`src/rtl/crypto_seq_ctrl.sv`:
```
// crypto_seq_ctrl: hardware sequencer for the program-1 LFSR encryption job.
// The job loads pre_len, taps and seed from the config bytes. It then walks
// the 64-byte padded message and writes byte ^ lfsr into the output region.
// Optional build macro CRYPTO_SEQ_TAP_CHECK_EN: the sequencer rejects tap
// patterns that are not in the permitted set. On a reject it raises err and
// skips straight to DONE.
//
//  state     | meaning
//  ----------+------------------------------------------------------------
//  S_IDLE    | waiting for the first start after reset
//  S_LD_PRE  | mem_addr = CFG_BASE, latch pre_len
//  S_LD_TAP  | mem_addr = CFG_BASE+1, latch taps
//  S_LD_SEED | mem_addr = CFG_BASE+2, latch lfsr seed, clear byte index
//  S_FETCH   | read plaintext byte k = i - pre_len, or use 0x20 padding
//  S_STORE   | write byte ^ lfsr to OUT_BASE+i, step lfsr and index
//  S_DONE    | job finished, done high until the next start
module crypto_seq_ctrl #(
    parameter int AW         = 8,
    parameter int MSG_BASE   = 0,
    parameter int MSG_LEN    = 41,
    parameter int CFG_BASE   = 41,
    parameter int OUT_BASE   = 64,
    parameter int OUT_LEN    = 64,
    parameter int AUTO_START = 1
) (
    input  logic          clk,
    input  logic          reset,
    input  logic          init,
    output logic          done,
    output logic          busy,
    output logic          err,
    output logic [AW-1:0] mem_addr,
    output logic          mem_wr_en,
    output logic [7:0]    mem_wdata,
    input  logic [7:0]    mem_rdata
);

    typedef enum logic [2:0] {
        S_IDLE, S_LD_PRE, S_LD_TAP, S_LD_SEED, S_FETCH, S_STORE, S_DONE
    } state_t;

    state_t     state;
    logic       init_q;
    logic       auto_pend;
    logic       start;
    logic       tap_bad;
    logic [7:0] pre_len;
    logic [7:0] taps;
    logic [7:0] lfsr;
    logic [7:0] idx;

    // Output byte i carries plaintext k = i - pre_len when 0 <= k < MSG_LEN.
    // Unsigned compares keep large pre_len values all-padding.
    function automatic logic in_msg(input logic [7:0] i, input logic [7:0] p);
        logic [7:0] k;
        k = i - p;
        return (i >= p) && (k < 8'(MSG_LEN));
    endfunction

    function automatic logic [AW-1:0] msg_addr(input logic [7:0] i, input logic [7:0] p);
        return AW'(MSG_BASE) + AW'(i - p);
    endfunction

    assign start = (init & ~init_q) | auto_pend;

`ifdef CRYPTO_SEQ_TAP_CHECK_EN
    // Flag tap patterns outside the permitted maximal-length set.
    always_comb begin
        case (taps)
            8'he1, 8'hd4, 8'hc6, 8'hb8, 8'hb4, 8'hb2, 8'hfa, 8'hf3: tap_bad = 1'b0;
            default:                                               tap_bad = 1'b1;
        endcase
    end
`else
    assign tap_bad = 1'b0;
`endif

    // Edge detect on init, plus a one-shot start after reset release.
    always_ff @(posedge clk or posedge reset) begin
        if (reset) begin
            init_q    <= 1'b0;
            auto_pend <= (AUTO_START != 0);
        end else begin
            init_q    <= init;
            auto_pend <= 1'b0;
        end
    end

    // Sequencer FSM; each output is registered for the state being entered,
    // so mem_addr is already valid when the async memory read is used.
    always_ff @(posedge clk or posedge reset) begin
        if (reset) begin
            state     <= S_IDLE;
            done      <= 1'b0;
            busy      <= 1'b0;
            err       <= 1'b0;
            mem_addr  <= '0;
            mem_wr_en <= 1'b0;
            mem_wdata <= 8'h00;
            pre_len   <= 8'h00;
            taps      <= 8'h00;
            lfsr      <= 8'h00;
            idx       <= 8'h00;
        end else begin
            mem_wr_en <= 1'b0;
            case (state)
                S_IDLE, S_DONE: begin
                    if (start) begin
                        state    <= S_LD_PRE;
                        done     <= 1'b0;
                        busy     <= 1'b1;
                        err      <= 1'b0;
                        mem_addr <= AW'(CFG_BASE);
                    end
                end
                S_LD_PRE: begin
                    pre_len  <= mem_rdata;
                    mem_addr <= AW'(CFG_BASE + 1);
                    state    <= S_LD_TAP;
                end
                S_LD_TAP: begin
                    taps     <= mem_rdata;
                    mem_addr <= AW'(CFG_BASE + 2);
                    state    <= S_LD_SEED;
                end
                S_LD_SEED: begin
                    if (tap_bad) begin
                        err   <= 1'b1;
                        done  <= 1'b1;
                        busy  <= 1'b0;
                        state <= S_DONE;
                    end else begin
                        lfsr  <= mem_rdata;
                        idx   <= 8'h00;
                        state <= S_FETCH;
                        if (in_msg(8'h00, pre_len))
                            mem_addr <= msg_addr(8'h00, pre_len);
                    end
                end
                S_FETCH: begin
                    mem_wdata <= (in_msg(idx, pre_len) ? mem_rdata : 8'h20) ^ lfsr;
                    mem_wr_en <= 1'b1;
                    mem_addr  <= AW'(OUT_BASE) + AW'(idx);
                    state     <= S_STORE;
                end
                S_STORE: begin
                    lfsr <= {lfsr[6:0], ^(lfsr & taps)};
                    idx  <= idx + 8'd1;
                    if (idx == 8'(OUT_LEN - 1)) begin
                        done  <= 1'b1;
                        busy  <= 1'b0;
                        state <= S_DONE;
                    end else begin
                        state <= S_FETCH;
                        if (in_msg(idx + 8'd1, pre_len))
                            mem_addr <= msg_addr(idx + 8'd1, pre_len);
                    end
                end
                default: state <= S_IDLE;
            endcase
        end
    end

endmodule

```
`config.mk`:
```
export PLATFORM = sky130hd
export DESIGN_NAME = crypto_seq_ctrl
export DESIGN_NICKNAME = d
export VERILOG_FILES = /design/src/rtl/crypto_seq_ctrl.sv
export SDC_FILE = /design/constraint.sdc
export NUM_CORES = 1
export LEC_CHECK = 0
export CAP_MARGIN = 40
export CORE_ASPECT_RATIO = 1.2
export CORE_MARGIN = 3
export CORE_UTILIZATION = 53
export CTS_CLUSTER_SIZE = 24
export DETAILED_ROUTE_END_ITERATION = 8
export GPL_TIMING_DRIVEN = 0
export PLACE_DENSITY = 0.76
export SYNTH_ARGS = -nofsm -noshare
export SYNTH_HDL_FRONTEND = slang
export SYNTH_SLANG_ARGS = --single-unit
```
`constraint.sdc`:
```
create_clock -name clk -period 2.6 [get_ports clk]
set_clock_uncertainty 0.05 [all_clocks]
set_input_delay 0.65 -clock clk [delete_from_list [all_inputs] [get_ports clk]]
set_output_delay 0.65 -clock clk [all_outputs]
set_load 0.01 [all_outputs]
```
---- Word level (Yosys, flattened, before mapping) ----
Index checks and enable logic that the tools add are counted.
operators by class
  add/subtract/negate cells ............... 5
  shift-type cells ........................ 0
  divide/modulo/power cells ............... 0
  multiplexer cells ....................... 18
  eq/ne operators ......................... 12
  multipliers ............................. 0
  bitwise gates (word level) .............. 5
  reduce and logical (&&, ||, !) cells .... 11
  order comparisons ....................... 6
operators by type and width
  kind                 number
  $pmux 8 s6           1
  $mux 8               5
  $pmux 8 s2           2
  $lt 8x6->1 const B   3
  $pmux 3 s6           1
  $ge 8x8->1           2
  $sub 8x8->8          2
  $ne 2x2->1 const B   5
  $eq 3x3->1 const B   3
  $add 7x8->8 const A  1
  $add 8x1->8 const B  1
  $and 8x8->8          1
  $eq 8x6->1 const B   1
  $ge 1x8->1 const A   1
  $reduce_xor 8->1     1
  $sub 1x8->8 const A  1
  $xor 8x8->8          1
  $eq 3x2->1 const B   2
  $reduce_bool 6->1    1
  $mux 1               5
  $reduce_and 5->1     1
  $pmux 1 s2           2
  $reduce_bool 2->1    2
  $eq 3x1->1 const B   1
  other kinds (9)      11
word-level totals
  latch bits .............................. 0
  RAM bits ................................ 0
  output and inout port bits .............. 20
  memories ................................ 0
  input bits .............................. 11
  bits in read-only memories .............. 0
  word-level logic and storage cells ...... 69
  bits in registers ....................... 56

---- Depth between registers and ports, before layout ----
Gate-level depths: netlist (run 1).
  word-level depth ........................ 7
  gate-level depth with buffers ........... 13
  mapped depth without buffers ............ 12

---- Least setup slack after synthesis (run 1) ----
Ideal clock, no wire load.
  path kind ............................... reg-to-reg
  start point ............................. register idx[1]
  end point ............................... register mem_addr[1]
  stages on the path, launching flop included .. 13
  data required time ...................... 2422 ps
  period minus slack after synthesis ...... 2861 ps
  buffers on the path ..................... 0
  path slack .............................. -261 ps
  setup time .............................. 128 ps
  data arrival time ....................... 2684 ps
  path through ............................ dfrtp_1 > ha_1 > nand3_1 > nor2_1 > xnor2_1 > ha_1 > nor3_1 > nand3_1 > o21ai_0 > xor2_1 > o2111ai_1 > a21oi_4 > mux2_1
between the ends
  word-level cells in the longest chain between the ends .. 6
  elaborated cells between the ends (all ways) .. 13
  those cells by class .................... add/sub (3); order compare (2); eq/ne (3); mux (3); reduce/logical (2)
RTL lines
  what                               line      text
  from (decl)                        50        logic [7:0] idx;
  from (signal assigned)             148       idx <= idx + 8'd1;
  $add 8x1->8                        155, 156
  $sub 8x8->8                        56, 61
  $lt 8x6->1                         57        return (i >= p) && (k < 8'(MSG_LEN));
  $logic_and 1x1->1                  57
  $ne 2x2->1 (no source line)        -
  $reduce_and 5->1 (no source line)  -
  to (signal assigned)               113       mem_addr <= AW'(CFG_BASE);
  to (signal assigned)               118       mem_addr <= AW'(CFG_BASE + 1);
  to (signal assigned)               123       mem_addr <= AW'(CFG_BASE + 2);
  to (decl)                          32        output logic [AW-1:0] mem_addr,
Several ways; a longest one is shown, not always the timed one. The select of a mux whose other input is x is not followed.
A chain may end at the register's enable or synchronous reset.

---- Final worst setup path (run 1) ----
Ends and elaborated chain as after synthesis.

==> flow_metrics.py, run 1 <==
metrics = {
    "placement": {
        "gp_congestion": 0.982,
        "io_buffers": 29,
        "place_hpwl_um": 7240,
        "dp_slack_ps": -397,
        "dp.cells": 548,
        "postPlaceCellArea_um2": 4200,
    },
    "synth": {
        "ys_seq_area_share_pct": 37.7,
        "syn_inst": 432,
        "synth.distinct_cells": 62,
        "synth_warnings": 0,
        "async_flop_share_pct": 100,
        "yosys_most_used_dff": "dfrtp_1",
        "netlist_area_um2": 3720,
        "synth_edf_count": 0,
        "synth_top_area_share_pct": 37.0,
        "yosys.area.top_type": "dfrtp_1",
        "avgSynthCellArea_um2": 8.61,
        "ys_ff_latch": 56,
        "synth_area_leaders": "dfrtp_1, ha_1, o21ai_0, nand2_1, nor2_1",
    },
    "cells_and_area": {
        "layout_commonest_cell": "dfrtp_1",
        "area_growth_syn_to_layout_pct": 26.4,
        "final_area_um2": 4700,
        "diodes": 0,
        "nNetsFinal": 527,
        "fillCellCount": 510,
        "layout_common_cells": "dfrtp_1, nor2_1, inv_1, nand2_1, o21ai_0",
        "fin_cells": 581,
        "drive_gt1_share_pct": 21.2,
    },
    "routing": {
        "drc_errors": 0,
        "ant_nets": 0,
        "first_iter_violations": 366,
        "avgRoutedWirePerCell_um": 18.5,
        "num_vias": 3592,
        "wirelength_um": 10800,
        "dr.pass1.iters": 5,
        "vias_per_cell": 6.18,
    },
    "sta": {
        "max_slew_margin_pct": 50.4,
        "rsz0062_at_grt": "yes",
        "finalMaxSlewViolations": 0,
        "clock.fmax_ghz": 0.346,
        "worst_slew_pin_slew_ps": 741,
        "holdWs_ps": 448,
        "worst_slack_ps": -293,
        "min_period_over_period_pct": 111,
        "setup_viol": 16,
        "hold_viol": 0,
        "period_needed_ps": 2890,
    },
    "worst_setup_path": {
        "slowest_delay_ps": 400,
        "startpoint_type": "flip-flop",
        "critPathKind": "reg2reg",
        "crit_cells": 12,
        "critPathMaxFanout": 8,
        "worstReg2RegEnd": "mem_addr[1]",
        "critical_path.top_delay_family": "compound AO/OA/AOI/OAI gates",
        "timing.reg2reg.setup_slack_ps": -290,
        "end_kind": "flip-flop",
        "crit_required_ps": 2750,
        "cp_cell_sequence": "buf_4, nand3_1, xnor2_2, ha_4, nand3_1, a21oi_2, nor3_4, xor2_2, o2111ai_2, a21oi_4, buf_12, mux2_4",
        "ff2ff_path_depth": 12,
        "cpMaxStageDelayCell": "dfrtp_2",
        "path_common_cell": "nand3_1",
        "r2r_start": "idx[1]",
        "path_buf_inv": 2,
        "worstPathArrival_ps": 3050,
    },
    "grt": {
        "grt-ovfl-total": 0,
        "grt_max_degree": 39,
        "track_usage_pct": 26.9,
        "grt_pass1_wl_um": 17000,
        "grt_pass1_vias": 3486,
        "antenna_found_initial": 0,
    },
    "cts": {
        "ctsHoldBuffers": 0,
        "htree_num_levels": 2,
        "cts-root-buf": "clkbuf_8",
        "tritoncts": "built",
        "clock-sinks": 56,
        "numCtsBuffers": 5,
        "clockBufferDepth": 2,
        "clk_pin_slew_ps": 100,
        "clock_latency_ps": 310,
    },
    "power": {
        "switchingPower_w": 0.00296,
        "power.leakage_nw": 2.04,
        "swShare_pct": 46.3,
        "p_seq_share_pct": 23.5,
        "pwr-share-comb_pct": 69.1,
        "internal-power_w": 0.00343,
        "irDropWorstVdd_uv": 947,
        "power_density_nw_per_um2": 1360,
        "p_clk_share_pct": 7.5,
    },
    "worst_hold_path": {
        "holdPathEnd": "mem_wdata[5]",
        "whs_path_depth": 2,
        "hold_class": "reg2reg",
        "hold_start": "mem_wdata[5]",
    },
    "floorplanning": {
        "pin_count": 31,
        "initial_core_util_pct": 56.3,
        "fp.dieH_um": 97.8,
        "die_area_um2": 8070,
        "die_w_um": 82.5,
        "rows": 32,
        "core_um2": 6610,
    },
    "outcome": {
        "status": "finished with violations",
        "violations": "negative setup slack",
    },
    "job": {
        "cap_violations": 0,
    },
}
==> synth_stat cells, types with 7 or more instances <==
| master | count |
|---|---|
| xnor2_1 | 13 |
| mux2_2 | 8 |
| nor3_1 | 8 |
| a21oi_1 | 26 |
| inv_1 | 38 |
| nand4_1 | 7 |
| ha_1 | 19 |
| dfrtp_1 | 55 |
| nor2_1 | 39 |
| xor2_1 | 12 |
| clkbuf_1 | 12 |
| nand2b_1 | 7 |
| nand2_1 | 39 |
| o22ai_1 | 12 |
| o21ai_0 | 37 |
| nand3_1 | 20 |
| a31oi_1 | 17 |
==> timing repair <==
| item | in CTS | in global routing |
|---|---|---|
| pin swaps | 23 | 17 |
| endpoints found under the setup margin | 16 | 16 |
| resized for setup | 41 | 8 |
| setup buffers | 20 | 4 |
| cloned | 1 | 0 |
==> sequential cells by signal (all words and copies together) (netlist names) <==
signal and cells:
state 3, mem_addr 8, taps 8, done 1, pre_len 8, lfsr 8
idx 8, auto_pend 1, init_q 1, busy 1, mem_wdata 8, mem_wr_en 1
==> worst min-delay path, stage by stage (launching register included) <==
cell and delay [ps]:
dfrtp_1 350, nand2_1 60, o31ai_2 50
==> power groups by stage <==
| stage | Sequential (W) | Clock [W] | Combinational, W |
|---|---|---|---|
| finish | 0.00150 | 0.000477 | 0.00442 |
| global route | 0.00154 | 0.000511 | 0.00481 |
| CTS | 0.00149 | 0.000477 | 0.00412 |
| detailed placement | 0.00153 | 0 | 0.00354 |
| global placement | 0.00151 | 0 | 0.00344 |
| floorplan | 0.00151 | 0 | 0.00260 |
==> per-stage QoR <==
stage	total power (W)	setup TNS (ps)	utilization, %
6_report	0.00640	-2180	71.2
5_1_grt	0.00687	-3820	71.2
4_1_cts	0.00609	-889	70.2
3_5_place_dp	0.00507	-3400	63.5
3_3_place_gp	0.00496	-28900	63.2
2_1_floorplan	0.00411	-196	-
==> layer usage <==
layer	routed length [µm]	share of wire (%)	global-route usage [%]
met5	0	0	0
met4	474	4.4	10.7
met3	539	5.0	3.14
met2	5570	52	46.3
met1	4170	39	33.6
==> logic make-up after synthesis <==
family	share of synthesized area [%]
compound gates	20.9
xor+xnor	5.88
fa+ha+maj	7.46
buf+inv	6.62
flops	37.7
mux	4.71
other cells	0.101
simple gates	16.6
==> how the worst max path moves through the flow <==
stage,from,to,slack [ps]
floorplan,idx[1],mem_addr[1],-50
global placement,reset,idx[1],-640
detailed placement,idx[1],mem_addr[1],-400
CTS,idx[0],mem_addr[4],-140
global route,idx[0],mem_addr[4],-380
finish,idx[1],mem_addr[1],-290
==> final cells by class <==
cell class / instances / area [µm²] / share of cell area, %
Timing Repair Buffer: 55 / 546 / 11.6
Clock buffer: 6 / 72.6 / 1.54
Clock inverter: 2 / 12.5 / 0.266
Multi-Input combinational cell: 320 / 2310 / 49.1
Buffer: 18 / 100 / 2.13
Tap cell: 85 / 106 / 2.26
Inverter: 39 / 146 / 3.11
Sequential cell: 56 / 1410 / 29.9
Note: power is estimated with default switching activity, not from simulation.
==> run 2, diff against run 1 <==
Settings changed: CAP_MARGIN 40 to unset, CORE_ASPECT_RATIO 1.2 to 1.4.
==> run 2 against run 1 <==
The flow still finishes with violations (negative setup slack); setup slack improved by 62 ps; wire length is 0.97% higher; critical endpoint is now mem_addr[2]; first-iteration DRC count decreased by 14%; clock-buffer cell count stayed put; design area grew 3.5%; flip-flop and latch count did not move; critical path type unchanged; highest routed layer unchanged; sequential power barely moved; maximum frequency is 2.2% higher; largest cell class unchanged.
==> flow_metrics.py, run 2 (synthesized netlist as in run 1, its figures left out) <==
metrics = {
    "worst_setup_path": {
        "path_buf_inv": 1,
        "r2r_start": "idx[0]",
        "worstPathArrival_ps": 2980,
        "critPathMaxFanout": 6,
        "timing.reg2reg.setup_slack_ps": -230,
        "worstReg2RegEnd": "mem_addr[2]",
        "critical_path.top_delay_family": "compound AO/OA/AOI/OAI gates",
        "ff2ff_path_depth": 12,
        "crit_required_ps": 2750,
        "cpMaxStageDelayCell": "dfrtp_2",
        "critPathKind": "reg2reg",
        "slowest_delay_ps": 420,
        "end_kind": "flip-flop",
        "path_common_cell": "ha_4",
        "startpoint_type": "flip-flop",
        "cp_cell_sequence": "ha_4, nand3_4, xnor2_4, ha_4, nand3_1, a21oi_2, nor3_2, xor2_1, o2111ai_2, a21oi_4, buf_12, mux2_4",
    },
    "worst_hold_path": {
        "hold_start": "mem_addr[3]",
        "whs_path_depth": 1,
        "holdPathEnd": "mem_addr[3]",
        "hold_class": "reg2reg",
    },
    "power": {
        "power.leakage_nw": 2.09,
        "internal-power_w": 0.00364,
        "pwr-share-comb_pct": 68.7,
        "power_density_nw_per_um2": 1370,
        "switchingPower_w": 0.00303,
        "irDropWorstVdd_uv": 936,
        "p_seq_share_pct": 22.7,
        "p_clk_share_pct": 8.7,
        "swShare_pct": 45.4,
    },
    "sta": {
        "min_period_over_period_pct": 109,
        "rsz0062_at_grt": "yes",
        "clock.fmax_ghz": 0.353,
        "worst_slack_ps": -231,
        "period_needed_ps": 2830,
        "worst_slew_pin_slew_ps": 759,
        "finalMaxSlewViolations": 0,
        "hold_viol": 0,
        "setup_viol": 16,
        "max_slew_margin_pct": 49.2,
        "holdWs_ps": 467,
    },
    "routing": {
        "drc_errors": 0,
        "vias_per_cell": 6.03,
        "first_iter_violations": 314,
        "wirelength_um": 10900,
        "avgRoutedWirePerCell_um": 18.3,
        "dr.pass1.iters": 5,
        "ant_nets": 0,
        "num_vias": 3570,
    },
    "grt": {
        "antenna_found_initial": 0,
        "track_usage_pct": 26.8,
        "grt_pass1_vias": 3574,
        "grt_pass1_wl_um": 17300,
        "grt_max_degree": 39,
        "grt-ovfl-total": 0,
    },
    "floorplanning": {
        "pin_count": 31,
        "initial_core_util_pct": 55.5,
        "rows": 35,
        "die_w_um": 76.8,
        "die_area_um2": 8080,
        "core_um2": 6700,
        "fp.dieH_um": 105,
    },
    "placement": {
        "dp_slack_ps": -416,
        "gp_congestion": 0.932,
        "place_hpwl_um": 7220,
        "io_buffers": 29,
    },
    "cells_and_area": {
        "final_core_util_pct": 72.6,
        "layout_common_cells": "dfrtp_1, nor2_1, nand2_1",
        "nNetsFinal": 531,
        "diodes": 0,
        "area_growth_syn_to_layout_pct": 30.8,
        "layout_commonest_cell": "dfrtp_1",
        "drive_gt1_share_pct": 22.6,
    },
    "cts": {
        "htree_num_levels": 2,
        "clk_pin_slew_ps": 90,
        "cts-root-buf": "clkbuf_8",
        "tritoncts": "built",
        "clockBufferDepth": 2,
        "clock_latency_ps": 310,
        "numCtsBuffers": 5,
        "ctsHoldBuffers": 0,
        "clock-sinks": 56,
    },
    "outcome": {
        "status": "finished with violations",
        "violations": "negative setup slack",
    },
    "job": {
        "cap_violations": 0,
    },
}
## run 2: final cells by class
type | instances | area (µm²)
Buffer | 18 | 106
Clock buffer | 6 | 72.6
Clock inverter | 2 | 35.0
Fill cell | 515 | 1830
Inverter | 39 | 149
Multi-Input combinational cell | 320 | 2390
Sequential cell | 56 | 1410
Tap cell | 92 | 115
Timing Repair Buffer | 59 | 588
## run 2: how the worst max path moves through the flow
stage | from | cells past startpoint | slack, ps | end
after floorplan | idx[1] | 11 | -50 | mem_addr[1]
after global placement | reset | 2 | -640 | idx[1]
after detailed placement | idx[1] | 11 | -420 | mem_addr[2]
after CTS | idx[0] | 11 | -170 | mem_addr[2]
after global routing | idx[0] | 14 | -330 | mem_addr[4]
final | idx[0] | 12 | -230 | mem_addr[2]
## run 2: per-layer routing
| metal | part of all wire, % | GRT usage [%] |
|---|---|---|
| met5 | 0 | 0 |
| met4 | 5.9 | 14.9 |
| met3 | 4.0 | 3.19 |
| met2 | 51 | 46.8 |
| met1 | 39 | 31.5 |
## run 2: power groups by stage
stage               Sequential (W)  Clock, W  Combinational [W]
floorplan                  0.00151         0            0.00260
global placement           0.00152         0            0.00344
detailed placement         0.00153         0            0.00354
CTS                        0.00150  0.000581            0.00418
global route               0.00155  0.000607            0.00498
finish                     0.00151  0.000578            0.00458
## run 2: metrics by stage
step	power (W)	instance area (µm²)	instances	setup TNS, ps
floorplan	0.00411	3780	433	-196
global placement	0.00496	4180	554	-29310
detailed placement	0.00507	4200	555	-3720
CTS	0.00627	4730	587	-1500
global route	0.00714	4870	592	-3770
finish	0.00667	4870	592	-1980
## run 2: timing repair
item	CTS	global route
endpoints found under the setup margin	16	16
buffers inserted	23	5
resized for setup	48	15
endpoints found under the hold margin	0	0
gates cloned	1	0
pin swaps	26	22
